### config.mk
export PLATFORM = sky130hd
export DESIGN_NAME = rifl_rx_frame_decoder
export DESIGN_NICKNAME = d
export VERILOG_FILES = /design/src/rtl/rifl_rx_frame_decoder.sv
export SDC_FILE = /design/constraint.sdc
export NUM_CORES = 1
export LEC_CHECK = 0
export ABC_CLOCK_PERIOD_IN_PS = 6370
export BUFFER_PORTS_ARGS = -buffer_cell sky130_fd_sc_hd__buf_2
export CAP_MARGIN = 5
export CORE_MARGIN = 10
export CORE_UTILIZATION = 52
export CTS_CLUSTER_SIZE = 40
export DETAILED_ROUTE_END_ITERATION = 12
export PLACE_DENSITY = 0.87
export SETUP_SLACK_MARGIN = 0.2
export SLEW_MARGIN = 20
export SYNTH_ARGS = -nofsm -noshare
export SYNTH_HDL_FRONTEND = slang
export SYNTH_SLANG_ARGS = --single-unit
### constraint.sdc
create_clock -name clk -period 6.37 [get_ports clk]
set_clock_uncertainty 0.2 [all_clocks]
set_input_delay 0.637 -clock clk [delete_from_list [all_inputs] [get_ports clk]]
set_output_delay 0.637 -clock clk [all_outputs]
set_load 0.005 [all_outputs]
### src/rtl/rifl_rx_frame_decoder.sv
// RIFL RX frame decoder: classify, CRC/sequence check, descramble, replay drop, control decode.
// Define RIFL_RX_ERR_CNT_EN to add the saturating rx_error event counter (err_cnt / err_cnt_clr).
module rifl_rx_frame_decoder #(
   parameter int                   FRAME_WIDTH = 128,
   parameter int                   CRC_WIDTH   = 8,
   parameter logic [CRC_WIDTH-1:0] CRC_POLY    = 8'h07,
   parameter int                   LOCK_FRAMES = 16,
   parameter int                   DATA_WIDTH  = FRAME_WIDTH - 4 - CRC_WIDTH
) (
   input  logic                   clk,
   input  logic                   rst,
`ifdef RIFL_RX_ERR_CNT_EN
   input  logic                   err_cnt_clr,
   output logic [15:0]            err_cnt,
`endif
   input  logic [FRAME_WIDTH-1:0] data_in,
   input  logic                   enable,
   output logic [DATA_WIDTH-1:0]  data_out,
   output logic                   valid_out,
   output logic                   crc_good,
   output logic                   rx_error,
   output logic                   ctrl_idle,
   output logic                   ctrl_pause,
   output logic                   ctrl_retrans,
   output logic                   locked
);

   localparam int                   DS_W     = 58;
   localparam logic [CRC_WIDTH-1:0] SEQ_ONE  = CRC_WIDTH'(1);
   localparam logic [CRC_WIDTH-1:0] LOCK_W   = CRC_WIDTH'(LOCK_FRAMES);
   localparam logic [3:0]           HDR_DATA = 4'b0101;
   localparam logic [3:0]           HDR_CTRL = 4'b1010;
   localparam logic [15:0]          KEY_IDLE    = 16'h9D91;
   localparam logic [15:0]          KEY_PAUSE   = 16'hD919;
   localparam logic [15:0]          KEY_RETRANS = 16'h919D;
   localparam logic [2:0]           CLS_INVALID = 3'd0;
   localparam logic [2:0]           CLS_DATA    = 3'd1;
   localparam logic [2:0]           CLS_IDLE    = 3'd2;
   localparam logic [2:0]           CLS_PAUSE   = 3'd3;
   localparam logic [2:0]           CLS_RETRANS = 3'd4;

   function automatic logic [CRC_WIDTH-1:0] crc_calc(input logic [DATA_WIDTH-1:0] d);
      logic [CRC_WIDTH-1:0] c;
      logic                 fb;
      c = '0;
      for (int i = DATA_WIDTH - 1; i >= 0; i--) begin
         fb = c[CRC_WIDTH-1] ^ d[i];
         c  = {c[CRC_WIDTH-2:0], 1'b0};
         if (fb) c = c ^ CRC_POLY;
      end
      return c;
   endfunction

   // stage 1
   logic                  s1_en_q, s1_en_d;
   logic [2:0]            s1_cls_q, s1_cls_d;
   logic [DATA_WIDTH-1:0] s1_pay_q, s1_pay_d;
   logic [CRC_WIDTH-1:0]  s1_crc_calc_q, s1_crc_calc_d;
   logic [CRC_WIDTH-1:0]  s1_crc_rx_q, s1_crc_rx_d;
   logic [3:0]            hdr;
   logic [15:0]           key;

   always_comb begin
      hdr      = data_in[FRAME_WIDTH-1 -: 4];
      key      = data_in[FRAME_WIDTH-7 -: 16];
      s1_cls_d = CLS_INVALID;
      if (hdr == HDR_DATA) begin
         s1_cls_d = CLS_DATA;
      end else if (hdr == HDR_CTRL) begin
         case (key)
            KEY_IDLE:    s1_cls_d = CLS_IDLE;
            KEY_PAUSE:   s1_cls_d = CLS_PAUSE;
            KEY_RETRANS: s1_cls_d = CLS_RETRANS;
            default:     s1_cls_d = CLS_INVALID;
         endcase
      end
      s1_en_d       = enable;
      s1_pay_d      = data_in[FRAME_WIDTH-5 -: DATA_WIDTH];
      s1_crc_calc_d = crc_calc(s1_pay_d);
      s1_crc_rx_d   = data_in[CRC_WIDTH-1:0];
   end

   // stage 2: link state and registered outputs
   logic [CRC_WIDTH-1:0]       seq_q, seq_d, hwm_q, hwm_d, seq_inc;
   logic [DS_W-1:0]            dstate_q, dstate_d;
   logic [DATA_WIDTH-1:0]      data_out_q, data_out_d, dsc;
   logic [DATA_WIDTH+DS_W-1:0] ext;
   logic valid_q, valid_d, good_q, good_d, rx_error_q, rx_error_d, locked_q, locked_d;
   logic idle_q, idle_d, pause_q, pause_d, retrans_q, retrans_d;
   logic is_ctrl, err_set, err_clr;

   always_comb begin
      is_ctrl = (s1_cls_q == CLS_IDLE) || (s1_cls_q == CLS_PAUSE) || (s1_cls_q == CLS_RETRANS);
      good_d  = s1_en_q && (s1_cls_q == CLS_DATA) && ((s1_crc_calc_q ^ s1_crc_rx_q) == seq_q);
      seq_inc = seq_q + SEQ_ONE;
      // bits below index 0 of this frame come from the previous good frame's top 58 bits
      ext     = {s1_pay_q, dstate_q};
      dsc     = ext[DATA_WIDTH+DS_W-1:DS_W] ^ ext[DATA_WIDTH+DS_W-40:DS_W-39] ^ ext[DATA_WIDTH-1:0];

      seq_d      = seq_q;
      hwm_d      = hwm_q;
      dstate_d   = dstate_q;
      data_out_d = data_out_q;
      valid_d    = 1'b0;
      if (good_d) begin
         seq_d      = seq_inc;
         dstate_d   = s1_pay_q[DATA_WIDTH-1 -: DS_W];
         data_out_d = dsc;
         if (seq_q == hwm_q) begin
            hwm_d   = hwm_q + SEQ_ONE;
            valid_d = 1'b1;
         end
      end else if (s1_en_q && !is_ctrl) begin
         seq_d = hwm_q - LOCK_W;
      end

      err_set    = s1_en_q && !good_d && !is_ctrl;
      err_clr    = good_d && (hwm_q == seq_inc);
      rx_error_d = err_set || (rx_error_q && !err_clr);
      locked_d   = locked_q || valid_d;
      idle_d     = s1_en_q && (s1_cls_q == CLS_IDLE);
      pause_d    = s1_en_q && (s1_cls_q == CLS_PAUSE);
      retrans_d  = s1_en_q && (s1_cls_q == CLS_RETRANS);
   end

   always_ff @(posedge clk) begin
      if (rst) begin
         s1_en_q       <= 1'b0;
         s1_cls_q      <= CLS_INVALID;
         s1_pay_q      <= '0;
         s1_crc_calc_q <= '0;
         s1_crc_rx_q   <= '0;
         seq_q         <= '0;
         hwm_q         <= LOCK_W;
         dstate_q      <= '0;
         data_out_q    <= '0;
         valid_q       <= 1'b0;
         good_q        <= 1'b0;
         rx_error_q    <= 1'b0;
         locked_q      <= 1'b0;
         idle_q        <= 1'b0;
         pause_q       <= 1'b0;
         retrans_q     <= 1'b0;
      end else begin
         s1_en_q       <= s1_en_d;
         s1_cls_q      <= s1_cls_d;
         s1_pay_q      <= s1_pay_d;
         s1_crc_calc_q <= s1_crc_calc_d;
         s1_crc_rx_q   <= s1_crc_rx_d;
         seq_q         <= seq_d;
         hwm_q         <= hwm_d;
         dstate_q      <= dstate_d;
         data_out_q    <= data_out_d;
         valid_q       <= valid_d;
         good_q        <= good_d;
         rx_error_q    <= rx_error_d;
         locked_q      <= locked_d;
         idle_q        <= idle_d;
         pause_q       <= pause_d;
         retrans_q     <= retrans_d;
      end
   end

`ifdef RIFL_RX_ERR_CNT_EN
   logic [15:0] err_cnt_q, err_cnt_d;

   always_comb begin
      err_cnt_d = err_cnt_q;
      if (err_cnt_clr) begin
         err_cnt_d = '0;
      end else if (rx_error_d && !rx_error_q && (err_cnt_q != 16'hFFFF)) begin
         err_cnt_d = err_cnt_q + 16'd1;
      end
   end

   always_ff @(posedge clk) begin
      if (rst) err_cnt_q <= '0;
      else     err_cnt_q <= err_cnt_d;
   end

   assign err_cnt = err_cnt_q;
`endif

   assign data_out     = data_out_q;
   assign valid_out    = valid_q;
   assign crc_good     = good_q;
   assign rx_error     = rx_error_q;
   assign ctrl_idle    = idle_q;
   assign ctrl_pause   = pause_q;
   assign ctrl_retrans = retrans_q;
   assign locked       = locked_q;

endmodule
Word level (Yosys, flattened, before mapping)
Index checks and enable logic that the tools add are counted.
{"block": "classes", "addsub": 3, "n_eq_ne": 12, "n_mux": 123, "bitwise": 235, "reduce_logical": 21}
{"op": "two-way mux 3 bit", "count": 116}
{"op": "inverter 3 bit", "count": 115}
{"op": "bitwise XOR 116 bit", "count": 2}
{"op": "bitwise XOR 1 bit", "count": 110}
{"op": "equality test 16 bit, second input constant", "count": 3}
{"op": "equality test 8 bit", "count": 3}
{"op": "adder 8 x 1 -> 8 bit, second input constant", "count": 2}
{"op": "two-way mux 8 bit", "count": 2}
{"op": "logical AND 1 bit", "count": 10}
{"op": "one-hot mux 3 bit (3 select lines)", "count": 1}
{"op": "subtractor 8 x 5 -> 8 bit, second input constant", "count": 1}
{"op": "bitwise XOR 8 bit", "count": 1}
{"op": "equality test 3 x 2 -> 1 bit, second input constant", "count": 2}
{"op": "bitwise XOR 1 bit, first input constant", "count": 5}
{"op": "equality test 4 x 3 -> 1 bit, second input constant", "count": 1}
{"op": "equality test 4 bit, second input constant", "count": 1}
{"op": "logical OR 1 bit", "count": 4}
{"op": "two-way mux 1 bit", "count": 4}
{"op": "equality test 3 x 1 -> 1 bit, second input constant", "count": 1}
{"op": "equality test 3 bit, second input constant", "count": 1}
{"op": "zero test 1 bit", "count": 3}
{"op": "OR reduction 3 bit", "count": 1}
{"op": "inverter 1 bit", "count": 2}
{"op": "AND reduction 2 bit", "count": 1}
{"op": "2 further kinds", "count": 2}
{"block": "word_totals", "reg_bits": 333, "in_bits": 131, "output_inout_bits": 123}

Depth between registers and ports, before layout
{"block": "logic_depth", "word_depth": 231, "depth_mapped": 18}

Worst setup path before layout
Ideal clock, no wire load.
{"block": "synth_path", "path_type": "input to register", "from": "input data_in[119]", "to": "register s1_crc_calc_q[7]", "setup_ps": 128, "arrival_time_ps": 6388, "slack_ps": -345, "stages": 18, "n_path_buf": 1, "path_cell_list": "buf_2 > inv_1 > ha_1 > xnor2_1 > xnor2_1 > xnor3_2 > xor2_2 > xnor3_1 > xnor3_2 > xnor3_2 > xnor2_2 > xnor3_1 > xnor3_2 > xor3_2 > xnor3_2 > xnor3_2 > xnor3_1 > nor2_1"}
{"block": "synth_via", "elab_chain_len": 84, "elab_cells_between_ends": 287, "cone_classes": "99 x mux; 188 x bitwise"}
{"item": "start: declaration", "line_no": "16", "source": "input logic [FRAME_WIDTH-1:0] data_in,"}
{"item": "bitwise XOR 1 bit *", "line_no": "47", "source": "fb = c[CRC_WIDTH-1] ^ d[i];"}
{"item": "two-way mux 3 bit *", "line_no": "49", "source": "if (fb) c = c ^ CRC_POLY;"}
{"item": "inverter 3 bit (no source line)"}
{"item": "two-way mux 3 bit", "line_no": "49"}
{"item": "inverter 3 bit (no source line)"}
{"item": "two-way mux 3 bit", "line_no": "49"}
{"item": "bitwise XOR 1 bit", "line_no": "47"}
{"item": "two-way mux 3 bit", "line_no": "49"}
{"item": "[68 not listed]"}
{"item": "inverter 3 bit (no source line)"}
{"item": "two-way mux 3 bit", "line_no": "49"}
{"item": "bitwise XOR 1 bit", "line_no": "47"}
{"item": "two-way mux 3 bit", "line_no": "49"}
{"item": "inverter 3 bit (no source line)"}
{"item": "two-way mux 3 bit", "line_no": "49"}
{"item": "inverter 3 bit (no source line)"}
{"item": "two-way mux 3 bit *", "line_no": "49"}
{"item": "end signal: assignment", "line_no": "148", "source": "s1_crc_calc_q <= s1_crc_calc_d;"}
{"item": "end: declaration", "line_no": "58", "source": "logic [CRC_WIDTH-1:0] s1_crc_calc_q, s1_crc_calc_d;"}
Mark *: on every way between the ends. The rest lies on a longest branch, timed or not.
A chain may end at the register's enable or synchronous reset.

Final worst setup path
{"block": "layout_path", "from": "input data_in[118]", "to": "register s1_crc_calc_q[7]"}
{"block": "layout_via", "elab_chain_len": 82, "elab_cells_between_ends": 284, "cone_classes": "98 x mux; 186 x bitwise"}
{"item": "bitwise XOR 1 bit *", "line_no": "47"}
{"item": "two-way mux 3 bit *", "line_no": "49"}
{"item": "inverter 3 bit (no source line)"}
{"item": "two-way mux 3 bit", "line_no": "49"}
{"item": "inverter 3 bit (no source line) or bitwise XOR 1 bit (tied branches)"}
{"item": "two-way mux 3 bit", "line_no": "49"}
{"item": "bitwise XOR 1 bit or inverter 3 bit (tied branches)"}
{"item": "two-way mux 3 bit", "line_no": "49"}
{"item": "[66 not listed]"}
{"item": "inverter 3 bit (no source line)"}
{"item": "two-way mux 3 bit", "line_no": "49"}
{"item": "bitwise XOR 1 bit or inverter 3 bit (tied branches)"}
{"item": "two-way mux 3 bit", "line_no": "49"}
{"item": "inverter 3 bit (no source line) or bitwise XOR 1 bit (tied branches)"}
{"item": "two-way mux 3 bit", "line_no": "49"}
{"item": "inverter 3 bit (no source line)"}
{"item": "two-way mux 3 bit *", "line_no": "49"}
Marks and branches as above.

==> flow_summary.ini <==
[synthesis]
synth.yosys.seq_area_share = 0.3818
synth_ff_type = dfxtp_1
async_reset_ff_frac = 0
synth_seq_cells = 333
mappedNetlistArea_um2 = 17460
synth.avg_cell_area_um2 = 9.782
synthesis.instances = 1785
synth.top_cells.by_count = xnor2_1 (381), nand2_1 (363), dfxtp_1 (333), a21oi_1 (181), nor2b_1 (120)
synth.distinct_cells = 48
post_synth_edffs = 0
synth-warning-count = 0
synth_fp_nets = 1923
synth_top_cells_by_area = dfxtp_1 (38%), xnor2_1 (19%), xnor3_1 (10%), nand2_1 (7.8%), a21oi_1 (5.2%)
synth_most_common_cell = xnor2_1
proportion_of_netlist_area_held_by_the_largest_area_contributor = 0.3818
netlist.top_cell.by_area = dfxtp_1

[clock_tree]
cts_hold_buffers = 0
cts-buffers-inserted = 34
cts_htree_levels = 2
worst_setup_hold_path_clk_slew_ps = 60
clock-root-buffer = clkbuf_16
clk-insertion-delay-late_ps = 520
tritoncts = built
ctsLongestPathBuffers = 3
cts_num_sinks = 333

[timing]
final_min_period_over_clock_period = 0.9506
final.setup.worst_slack_ps = 314.8
min_period_ps = 6055
worst_slew_margin_rel = 0.2774
timing.fmax_ghz = 0.1651
hold_violations = 0
total_count_of_max_transition_violations_in_the_final_report = 0
final_setup_violation_count = 0
rsz_0062_raised_after_global_routing = yes
setup_tns_ps = 0
tightestPinTransition_ps = 1084

[floorplan]
effective_utilization_at_floorplan = 0.5234
die-width_um = 203.3
die_area_um2 = 41310
ios = 254
row_count = 67
floorplan.core_area_um2 = 33360
die_extent_in_y_um = 203.3

[final_layout]
final_design_area_no_fill_um2 = 21190
area_growth_syn_to_fin_pct = 21.37
number_of_nets_at_the_end_of_the_flow = 2230
drive_gt1_frac = 0.2284

[placement]
pre_cts_ws_ps = -229.1
gp_congestion = 0.9791
dp.final_hpwl_um = 42710
io_buffer_count = 253
placement_stage_cell_area_um2 = 19830

[flow_run]
max_cap_viol_count = 0

[setup_path]
worst_ep_required_time_ps = 6540
crit_path_frequent_cell = xnor3_2
reg2reg_setup_slack_ps = 2570
critical_path.max_fanout = 4
path_cells = buf_2 -> ha_1 -> xnor2_2 -> xnor2_2 -> xnor3_2 -> xnor2_4 -> buf_4 -> xnor3_1 -> xnor2_1 -> xnor3_2 -> xor3_1 -> xnor3_2 -> xnor3_2 -> buf_4 -> xor2_2 -> xnor3_1 -> xnor3_2 -> xnor3_1 -> nor2_1
buffering_stage_count_on_the_worst_path_with_inverters_included = 3
timing.critical_path.arrival_ps = 6230
startpoint_type = input port
cp_slowest_cell = xnor3_2
path_class = in -> reg
setup.worst_path.end_class = flip-flop
max_stage_delay_on_crit_path_ps = 510
critical-path-top-delay-family = XOR/XNOR gates

[route]
drt.antenna.violating_nets = 0
drc = 0
drt_pass1_iterations = 5
routedWlPerCell_um = 20.92
dr_total_vias = 13390
drt_first_iter_violations = 1169
detail_route.vias_per_cell = 5.219
routed_wirelength_um = 53670

[global_route]
gr-total-overflow = 0
initial_antenna_violation_count = 7
first_pass_grt_wire_length_um = 79830
first_global_vias = 13510
grt_start_max_net_pins = 168
grt_use_total = 0.2516

[worst_hold_path]
min_path_type = in -> reg

[outcome]
status = finished, final reports clean
==> sequential cells by signal (all words and copies together), names as in the netlist <==
signal         flops
locked             1
s1_pay_q         116
s1_cls_q           3
ctrl_pause         1
s1_crc_rx_q        8
ctrl_retrans       1
seq_q              8
ctrl_idle          1
s1_en_q            1
dstate_q          58
data_out         116
rx_error           1
valid_out          1
crc_good           1
s1_crc_calc_q      8
hwm_q              8
==> stage by stage <==
step	hold WS [ps]	util	std cells
after floorplan	223.5	-	1785
after global placement	236.6	0.5942	2492
after detailed placement	239.3	0.5942	2492
after CTS	124.9	0.6281	2551
after global routing	144.3	0.6352	2565
final	131.1	0.6352	2565
==> cell families after synthesis <==
kind of cell,after synthesis,share of synthesized area
simple gates,567,0.1448
flops,333,0.3818
compound gates,202,0.06033
fa+ha+maj,7,0.005016
mux,1,0.0005733
xor+xnor,574,0.3852
buf+inv,101,0.02228
==> worst paths after layout <==
| check | cells past startpoint | start | to |
|---|---|---|---|
| max | 19 | data_in[118] | s1_crc_calc_q[7] |
| min | 2 | data_in[7] | s1_crc_rx_q[7] |
| max reg2reg | 10 | s1_cls_q[0] | hwm_q[6] |
| min reg2reg | 2 | data_out[0] | data_out[0] |
==> worst reg2reg max path: stages, from the launching register on <==
cell and delay (ps):
dfxtp_1 360, inv_1 70, nor4b_1 620, nand2_1 180
or4_4 780, buf_16 290, nor2_1 400, nand4_1 200
or2_2 330, xor2_1 160, nor2_1 60
==> routing by layer <==
layer,track usage,share of wire
met1,0.3234,0.42
met2,0.4157,0.47
met3,0.04950,0.078
met4,0.08633,0.034
met5,0,0
==> final cells by class <==
| class | instances | area, um2 |
|---|---|---|
| tap | 448 | 560.5 |
| clock inverter | 10 | 111.4 |
| antenna | 2 | 5.005 |
| timing repair buffer | 361 | 2132 |
| fill | 2751 | 12170 |
| clock buffer | 49 | 1018 |
| inverter | 11 | 41.29 |
| sequential | 333 | 6666 |
| multi-input combinational | 1351 | 10660 |
==> placed cells by master, fill, tap and decap left out, types with 17 or more instances in the layout <==
cell type	netlist	layout
xnor3_2	16	25
buf_2	2	252
xnor2_2	5	17
clkbuf_16	0	35
xnor3_1	80	71
nand2_1	363	363
xnor2_1	381	365
a21oi_1	181	181
xor2_1	70	65
buf_4	2	105
dfxtp_1	333	333
nor2_1	41	41
nor2b_1	120	120
==> what timing repair did <==
action | in CTS | in global routing
hold endpoints to repair | 0 | 0
resized for setup | 0 | 19
setup endpoints to repair | 0 | 5
setup buffers | 0 | 11
Power is not shown: default switching activity piles up to over one toggle a cycle in this logic, so the estimate is an artifact.
